**src/rtl/id_ctrl_seq.sv**
```systemverilog
// Registered ID-stage decode/control with hazard freeze/flush and a block-transfer
// sequencer that expands one LDM/STM-style instruction into one beat per listed register.
module id_ctrl_seq #(
    parameter int NREG  = 16,
    parameter int CMD_W = 4,
    parameter int IDX_W = $clog2(NREG),
    parameter int OFF_W = $clog2(NREG) + 2
) (
    input  logic             clk,
    input  logic             rst,
    input  logic             in_valid,
    input  logic             freeze,
    input  logic             flush,
    input  logic [1:0]       mode,
    input  logic [3:0]       opcode,
    input  logic             S,
    input  logic [NREG-1:0]  reg_list,
    output logic             ex_valid,
    output logic [CMD_W-1:0] exe_cmd,
    output logic             mem_r_en,
    output logic             mem_w_en,
    output logic             wb_en,
    output logic             b,
    output logic             stat_update,
    output logic [IDX_W-1:0] xfer_reg,
    output logic [OFF_W-1:0] xfer_offset,
    output logic             busy
);

    typedef enum logic [0:0] {IDLE = 1'b0, XFER = 1'b1} state_e;

    state_e           state_q, state_d;
    logic [NREG-1:0]  rem_q, rem_d;
    logic             s_q, s_d;
    logic             ex_valid_q, ex_valid_d;
    logic [CMD_W-1:0] exe_cmd_q, exe_cmd_d;
    logic             mem_r_en_q, mem_r_en_d;
    logic             mem_w_en_q, mem_w_en_d;
    logic             wb_en_q, wb_en_d;
    logic             b_q, b_d;
    logic             stat_update_q, stat_update_d;
    logic [IDX_W-1:0] xfer_reg_q, xfer_reg_d;
    logic [OFF_W-1:0] xfer_offset_q, xfer_offset_d;

    function automatic logic [IDX_W-1:0] lowest_set(input logic [NREG-1:0] v);
        logic [IDX_W-1:0] idx;
        idx = '0;
        for (int i = NREG - 1; i >= 0; i--) begin
            if (v[i]) idx = IDX_W'(i);
        end
        return idx;
    endfunction

    function automatic logic [NREG-1:0] clear_lowest(input logic [NREG-1:0] v);
        return v & (v - NREG'(1));
    endfunction

    // State and output registers
    always_ff @(posedge clk) begin
        if (rst) begin
            state_q       <= IDLE;
            rem_q         <= '0;
            s_q           <= 1'b0;
            ex_valid_q    <= 1'b0;
            exe_cmd_q     <= '0;
            mem_r_en_q    <= 1'b0;
            mem_w_en_q    <= 1'b0;
            wb_en_q       <= 1'b0;
            b_q           <= 1'b0;
            stat_update_q <= 1'b0;
            xfer_reg_q    <= '0;
            xfer_offset_q <= '0;
        end else begin
            state_q       <= state_d;
            rem_q         <= rem_d;
            s_q           <= s_d;
            ex_valid_q    <= ex_valid_d;
            exe_cmd_q     <= exe_cmd_d;
            mem_r_en_q    <= mem_r_en_d;
            mem_w_en_q    <= mem_w_en_d;
            wb_en_q       <= wb_en_d;
            b_q           <= b_d;
            stat_update_q <= stat_update_d;
            xfer_reg_q    <= xfer_reg_d;
            xfer_offset_q <= xfer_offset_d;
        end
    end

    // Next-state: sequencer state, remaining register list, latched load/store direction
    always_comb begin
        state_d = state_q;
        rem_d   = rem_q;
        s_d     = s_q;
        if (flush) begin
            state_d = IDLE;
            rem_d   = '0;
        end else if (freeze) begin
            state_d = state_q;
        end else begin
            case (state_q)
                IDLE: begin
                    if (in_valid && (mode == 2'd3)) begin
                        rem_d = clear_lowest(reg_list);
                        if (clear_lowest(reg_list) != '0) begin
                            state_d = XFER;
                            s_d     = S;
                        end else begin
                            state_d = IDLE;
                        end
                    end else begin
                        state_d = IDLE;
                    end
                end
                XFER: begin
                    rem_d = clear_lowest(rem_q);
                    if (clear_lowest(rem_q) == '0) begin
                        state_d = IDLE;
                    end else begin
                        state_d = XFER;
                    end
                end
                default: begin
                    state_d = IDLE;
                    rem_d   = '0;
                end
            endcase
        end
    end

    // Output decode: next registered control word and the busy indication
    always_comb begin
        ex_valid_d    = 1'b0;
        exe_cmd_d     = '0;
        mem_r_en_d    = 1'b0;
        mem_w_en_d    = 1'b0;
        wb_en_d       = 1'b0;
        b_d           = 1'b0;
        stat_update_d = 1'b0;
        xfer_reg_d    = '0;
        xfer_offset_d = '0;
        busy          = (state_q == XFER);
        if (flush) begin
            ex_valid_d = 1'b0;
        end else if (freeze) begin
            ex_valid_d    = ex_valid_q;
            exe_cmd_d     = exe_cmd_q;
            mem_r_en_d    = mem_r_en_q;
            mem_w_en_d    = mem_w_en_q;
            wb_en_d       = wb_en_q;
            b_d           = b_q;
            stat_update_d = stat_update_q;
            xfer_reg_d    = xfer_reg_q;
            xfer_offset_d = xfer_offset_q;
        end else if (state_q == XFER) begin
            ex_valid_d    = 1'b1;
            exe_cmd_d     = 4'b0010;
            mem_r_en_d    = s_q;
            mem_w_en_d    = ~s_q;
            wb_en_d       = s_q;
            xfer_reg_d    = lowest_set(rem_q);
            xfer_offset_d = xfer_offset_q + OFF_W'(4);
        end else if (in_valid) begin
            ex_valid_d = 1'b1;
            case (mode)
                2'd0: begin
                    stat_update_d = S;
                    wb_en_d       = 1'b1;
                    case (opcode)
                        4'd0:    exe_cmd_d = 4'b0110;
                        4'd1:    exe_cmd_d = 4'b1000;
                        4'd2:    exe_cmd_d = 4'b0100;
                        4'd4:    exe_cmd_d = 4'b0010;
                        4'd5:    exe_cmd_d = 4'b0011;
                        4'd6:    exe_cmd_d = 4'b0101;
                        4'd8: begin
                            exe_cmd_d = 4'b0110;
                            wb_en_d   = 1'b0;
                        end
                        4'd10: begin
                            exe_cmd_d = 4'b0100;
                            wb_en_d   = 1'b0;
                        end
                        4'd12:   exe_cmd_d = 4'b0111;
                        4'd13:   exe_cmd_d = 4'b0001;
                        4'd15:   exe_cmd_d = 4'b1001;
                        default: begin
                            exe_cmd_d     = '0;
                            wb_en_d       = 1'b0;
                            stat_update_d = 1'b0;
                        end
                    endcase
                end
                2'd1: begin
                    if (opcode == 4'd4) begin
                        exe_cmd_d  = 4'b0010;
                        mem_r_en_d = S;
                        wb_en_d    = S;
                        mem_w_en_d = ~S;
                    end else begin
                        exe_cmd_d = '0;
                    end
                end
                2'd2: b_d = 1'b1;
                2'd3: begin
                    // An empty list still occupies one EX slot as a NOP
                    if (reg_list != '0) begin
                        exe_cmd_d  = 4'b0010;
                        mem_r_en_d = S;
                        mem_w_en_d = ~S;
                        wb_en_d    = S;
                        xfer_reg_d = lowest_set(reg_list);
                    end else begin
                        exe_cmd_d = '0;
                    end
                end
                default: ex_valid_d = 1'b0;
            endcase
        end else begin
            ex_valid_d = 1'b0;
        end
    end

    assign ex_valid    = ex_valid_q;
    assign exe_cmd     = exe_cmd_q;
    assign mem_r_en    = mem_r_en_q;
    assign mem_w_en    = mem_w_en_q;
    assign wb_en       = wb_en_q;
    assign b           = b_q;
    assign stat_update = stat_update_q;
    assign xfer_reg    = xfer_reg_q;
    assign xfer_offset = xfer_offset_q;

endmodule

```
**config.mk**
```make
export PLATFORM = sky130hd
export DESIGN_NAME = id_ctrl_seq
export DESIGN_NICKNAME = d
export VERILOG_FILES = /design/src/rtl/id_ctrl_seq.sv
export SDC_FILE = /design/constraint.sdc
export NUM_CORES = 1
export LEC_CHECK = 0
export CAP_MARGIN = 20
export CORE_MARGIN = 1.5
export CORE_UTILIZATION = 44
export DETAILED_ROUTE_END_ITERATION = 8
export GPL_TIMING_DRIVEN = 0
export PLACE_DENSITY_LB_ADDON = 0.2
export SYNTH_ARGS = -nofsm -noshare
export SYNTH_HDL_FRONTEND = slang
export SYNTH_SLANG_ARGS = --single-unit
export TNS_END_PERCENT = 20
```
**constraint.sdc**
```tcl
create_clock -name clk -period 5.4 [get_ports clk]
set_input_delay 0.81 -clock clk [delete_from_list [all_inputs] [get_ports clk]]
set_output_delay 0.81 -clock clk [all_outputs]
set_load 0.02 [all_outputs]
```
==> results.rst <==
.. list-table::
   :header-rows: 1

   * - Metric
     - Value
   * - Outcome
     - finished, final reports clean
   * - Clock input transition at the sequential cells of the worst setup and hold paths
     - 70 ps
   * - Fraction of synthesis flops using an asynchronous set or reset pin
     - 0
   * - Final number of setup-violating endpoints
     - 0
   * - Number of buffers inserted by post-CTS setup repair
     - 0
   * - Count of unique library cells instantiated by Yosys
     - 58
   * - Power Density
     - 194 nW/um2
   * - Via count of the first global-routing pass
     - 2436
   * - # hold bufs at CTS
     - 0
   * - Worst EP required
     - 5580 ps
   * - Layout cells sized above 1
     - 0.0701
   * - Residual DRC
     - 0
   * - Post-route setup slack
     - 2490 ps
   * - Summed instance area of the synthesized netlist
     - 2390 um2
   * - Worst setup timing slack at the placement stage
     - 2220 ps
   * - Max_cap viols
     - 0
   * - Cell count after synthesis
     - 335
   * - Global router's overall resource usage
     - 0.247
   * - Kind of path behind the tightest hold check
     - reg -> reg
   * - Antenna diode instance count
     - 0
   * - Clock tree from TritonCTS
     - done
   * - Sum Neg Setup Slack
     - 0 ps
   * - Leakage power figure
     - 0.995 nW
   * - Share of the clock period used by the worst path after layout
     - 0.540
   * - Count of flip-flops with a built-in enable after synthesis
     - 0
   * - Average routed wire per standard cell
     - 15.6 um
   * - CP startpoint kind
     - input port
   * - Final Net Count
     - 413
   * - Portion of the post-synthesis area used by sequential elements
     - 0.293
   * - Filler instances
     - 510
   * - Dominant register cell in the synthesized netlist
     - dfxtp_1
   * - Total overflow reported by the global router
     - 0
   * - Starting Density
     - 0.463
   * - Total vias in the final route
     - 2675
   * - Wire length of the first global-routing pass
     - 11700 um
   * - Num rows
     - 26
   * - Largest register FFs
     - 15
   * - Fin crit period
     - 2910 ps
   * - Busiest grt layer
     - met2
   * - Average footprint of a synthesized cell
     - 7.14 um2
   * - Max Fclk
     - 343 MHz
   * - X dimension of the die
     - 76.7 um
   * - Height of the die
     - 76.7 um
   * - GPL Wtd Cong
     - 0.973
   * - Unrepaired setup endpoints after global routing
     - no
   * - Number of flip-flops and latches in the synthesized netlist
     - 35
   * - Final Hold Vio Count
     - 0
   * - Post-cts sizing count
     - 0
   * - Met3 Resource Use GR
     - 0.0440
   * - Setup crit end kind
     - flop
   * - Largest register by flop count
     - rem_q
   * - Worst IR Drop VDD
     - 0.148 mV
   * - Critical-path cell list
     - clkdlybuf4s50_1, nor4_2, nand3_1, o21ai_0, o211a_1, a41oi_1, o21ba_1
   * - Top fanout value on the critical path
     - 7
   * - First-pass iteration count of the detailed router
     - 5
   * - Data arrival time of the critical path
     - 3100 ps
   * - Clock buffers created by TritonCTS
     - 5
   * - Core Region
     - 5170 um2
   * - Area of the die
     - 5890 um2
   * - Slowest CP cell
     - nor4_2
   * - Worst-case headroom to the max-slew limit
     - 0.603
   * - Total Wirelength
     - 7080 um
   * - Area of all placed cells without fillers
     - 2990 um2
   * - Register Area
     - 701 um2
   * - Number of warnings reported in the yosys synthesis log
     - 0
   * - Crit path kind
     - in -> reg
   * - Pins Over Slew Limit
     - 0
   * - 1st-iter DRT viols
     - 217
   * - CTS root buffer
     - clkbuf_8
   * - Area growth syn-to-layout
     - 25.2%
   * - Number of input and output port buffers inserted
     - 41
   * - Most common cell after layout, fill and taps aside
     - nor2_1
   * - Critical Path Max Stage Delay
     - 590 ps
   * - Number of antenna violations at the first check in global routing
     - 0
   * - Number of primary I/O pins
     - 49
   * - Area occupied by multi-input gates
     - 1550 um2
   * - ANT nets after route
     - 0
   * - Top cell type by total area after synthesis
     - dfxtp_1
   * - DP Area
     - 2890 um2
   * - Top-area cell type share of the netlist area
     - 0.293
   * - Maximum clock skew at final layout
     - 9.84 ps
   * - Global routing usage on met1
     - 0.342
   * - Largest net degree at the start of global routing
     - 11
   * - Sinks on Clock Net
     - 35
   * - Worst-case clock buffer depth
     - 2
   * - Skew-Pair Late Insertion Delay
     - 290 ps
   * - Global Route met2 Usage
     - 0.392
   * - Avg Vias per Cell
     - 5.88
   * - HPWL after detailed placement
     - 5240 um
   * - H-Tree Level Count
     - 2
   * - Most frequent cells in the layout
     - 56 x nor2_1, 41 x clkdlybuf4s50_1, 35 x dfxtp_1, 32 x a21oi_1, 27 x nand2_1
   * - Area contributors post-synth
     - dfxtp_1 29%, nor2_1 8.8%, a21oi_1 6.7%
   * - Actual slew at the worst max-slew pin
     - 596 ps
[critical path: cells and delay by family]
family / cells / cell delay [ps]
buffers and inverters: 1 / 530
AO/OA/AOI/OAI: 4 / 870
AND/OR/NAND/NOR: 2 / 880
[worst paths after layout]
path | startpoint | end | slack, ps | cells past startpoint
worst max-delay path | reg_list[3] | busy$_SDFFE_PP0N_ | 2490 | 7
worst min-delay path | wb_en$_SDFFE_PP0N_ | wb_en$_SDFFE_PP0N_ | 500 | 2
worst max register to register | busy$_SDFFE_PP0N_ | rem_q[7]$_SDFFE_PP0P_ | 3210 | 6
worst min register to register | wb_en$_SDFFE_PP0N_ | wb_en$_SDFFE_PP0N_ | 500 | 2
[cells by family after synthesis]
logic type	count (synthesis)	synth area share
and+or+nand+nor	149	0.308
AOI/OAI and AO/OA	109	0.303
DFF	35	0.293
buffers and inverters	33	0.0607
muxes	4	0.0173
adders and majority gates	2	0.00941
xor gates and xnor gates	2	0.00732
other	1	0.00157
[power breakdown]
| group | switching [mW] | total, mW | internal [mW] |
|---|---|---|---|
| registers | 0.00255 | 0.264 | 0.261 |
| clock network | 0.0969 | 0.213 | 0.117 |
| logic | 0.0602 | 0.103 | 0.0423 |
[final cells by class]
cell class                 count  area share
tap                           70      0.0293
multi-input combinational    268       0.518
inverter                      10      0.0125
buffer                        23      0.0359
clock buffer                   8      0.0334
timing repair buffer          41       0.137
sequential                    35       0.234
[Yosys cell counts (2+ instances only)]
master     count
nor2_1        56
dfxtp_1       35
a21oi_1       32
nand2_1       27
o21ai_0       24
nor3_1        17
clkbuf_1      16
inv_1         10
nand2b_1       9
nand3_1        9
a211oi_1       6
nor2b_1        6
a22oi_1        5
a32oi_1        5
nor4_1         5
o31ai_1        5
or2_2          5
a221oi_1       4
o211ai_1       4
or3_1          4
a31oi_1        3
buf_4          3
mux2i_1        3
nor4_2         3
a2111oi_0      2
a41oi_1        2
buf_2          2
nand4_1        2
o21bai_1       2
[stage by stage]
step | util | total power [mW] | instances | hold slack (ps)
3_3_place_gp | 0.560 | 0.369 | 447 | 473
6_report | 0.579 | 0.579 | 455 | 495
4_1_cts | 0.579 | 0.579 | 455 | 497
3_5_place_dp | 0.560 | 0.370 | 447 | 473
5_1_grt | 0.579 | 0.604 | 455 | 529
2_1_floorplan | - | 0.325 | 336 | 461
[per-layer routing]
metal	share of wire	wire, um
met4	0.019	131
met5	0	0
met3	0.069	487
met2	0.45	3180
met1	0.46	3280
Note: power is estimated with default switching activity, not from simulation.
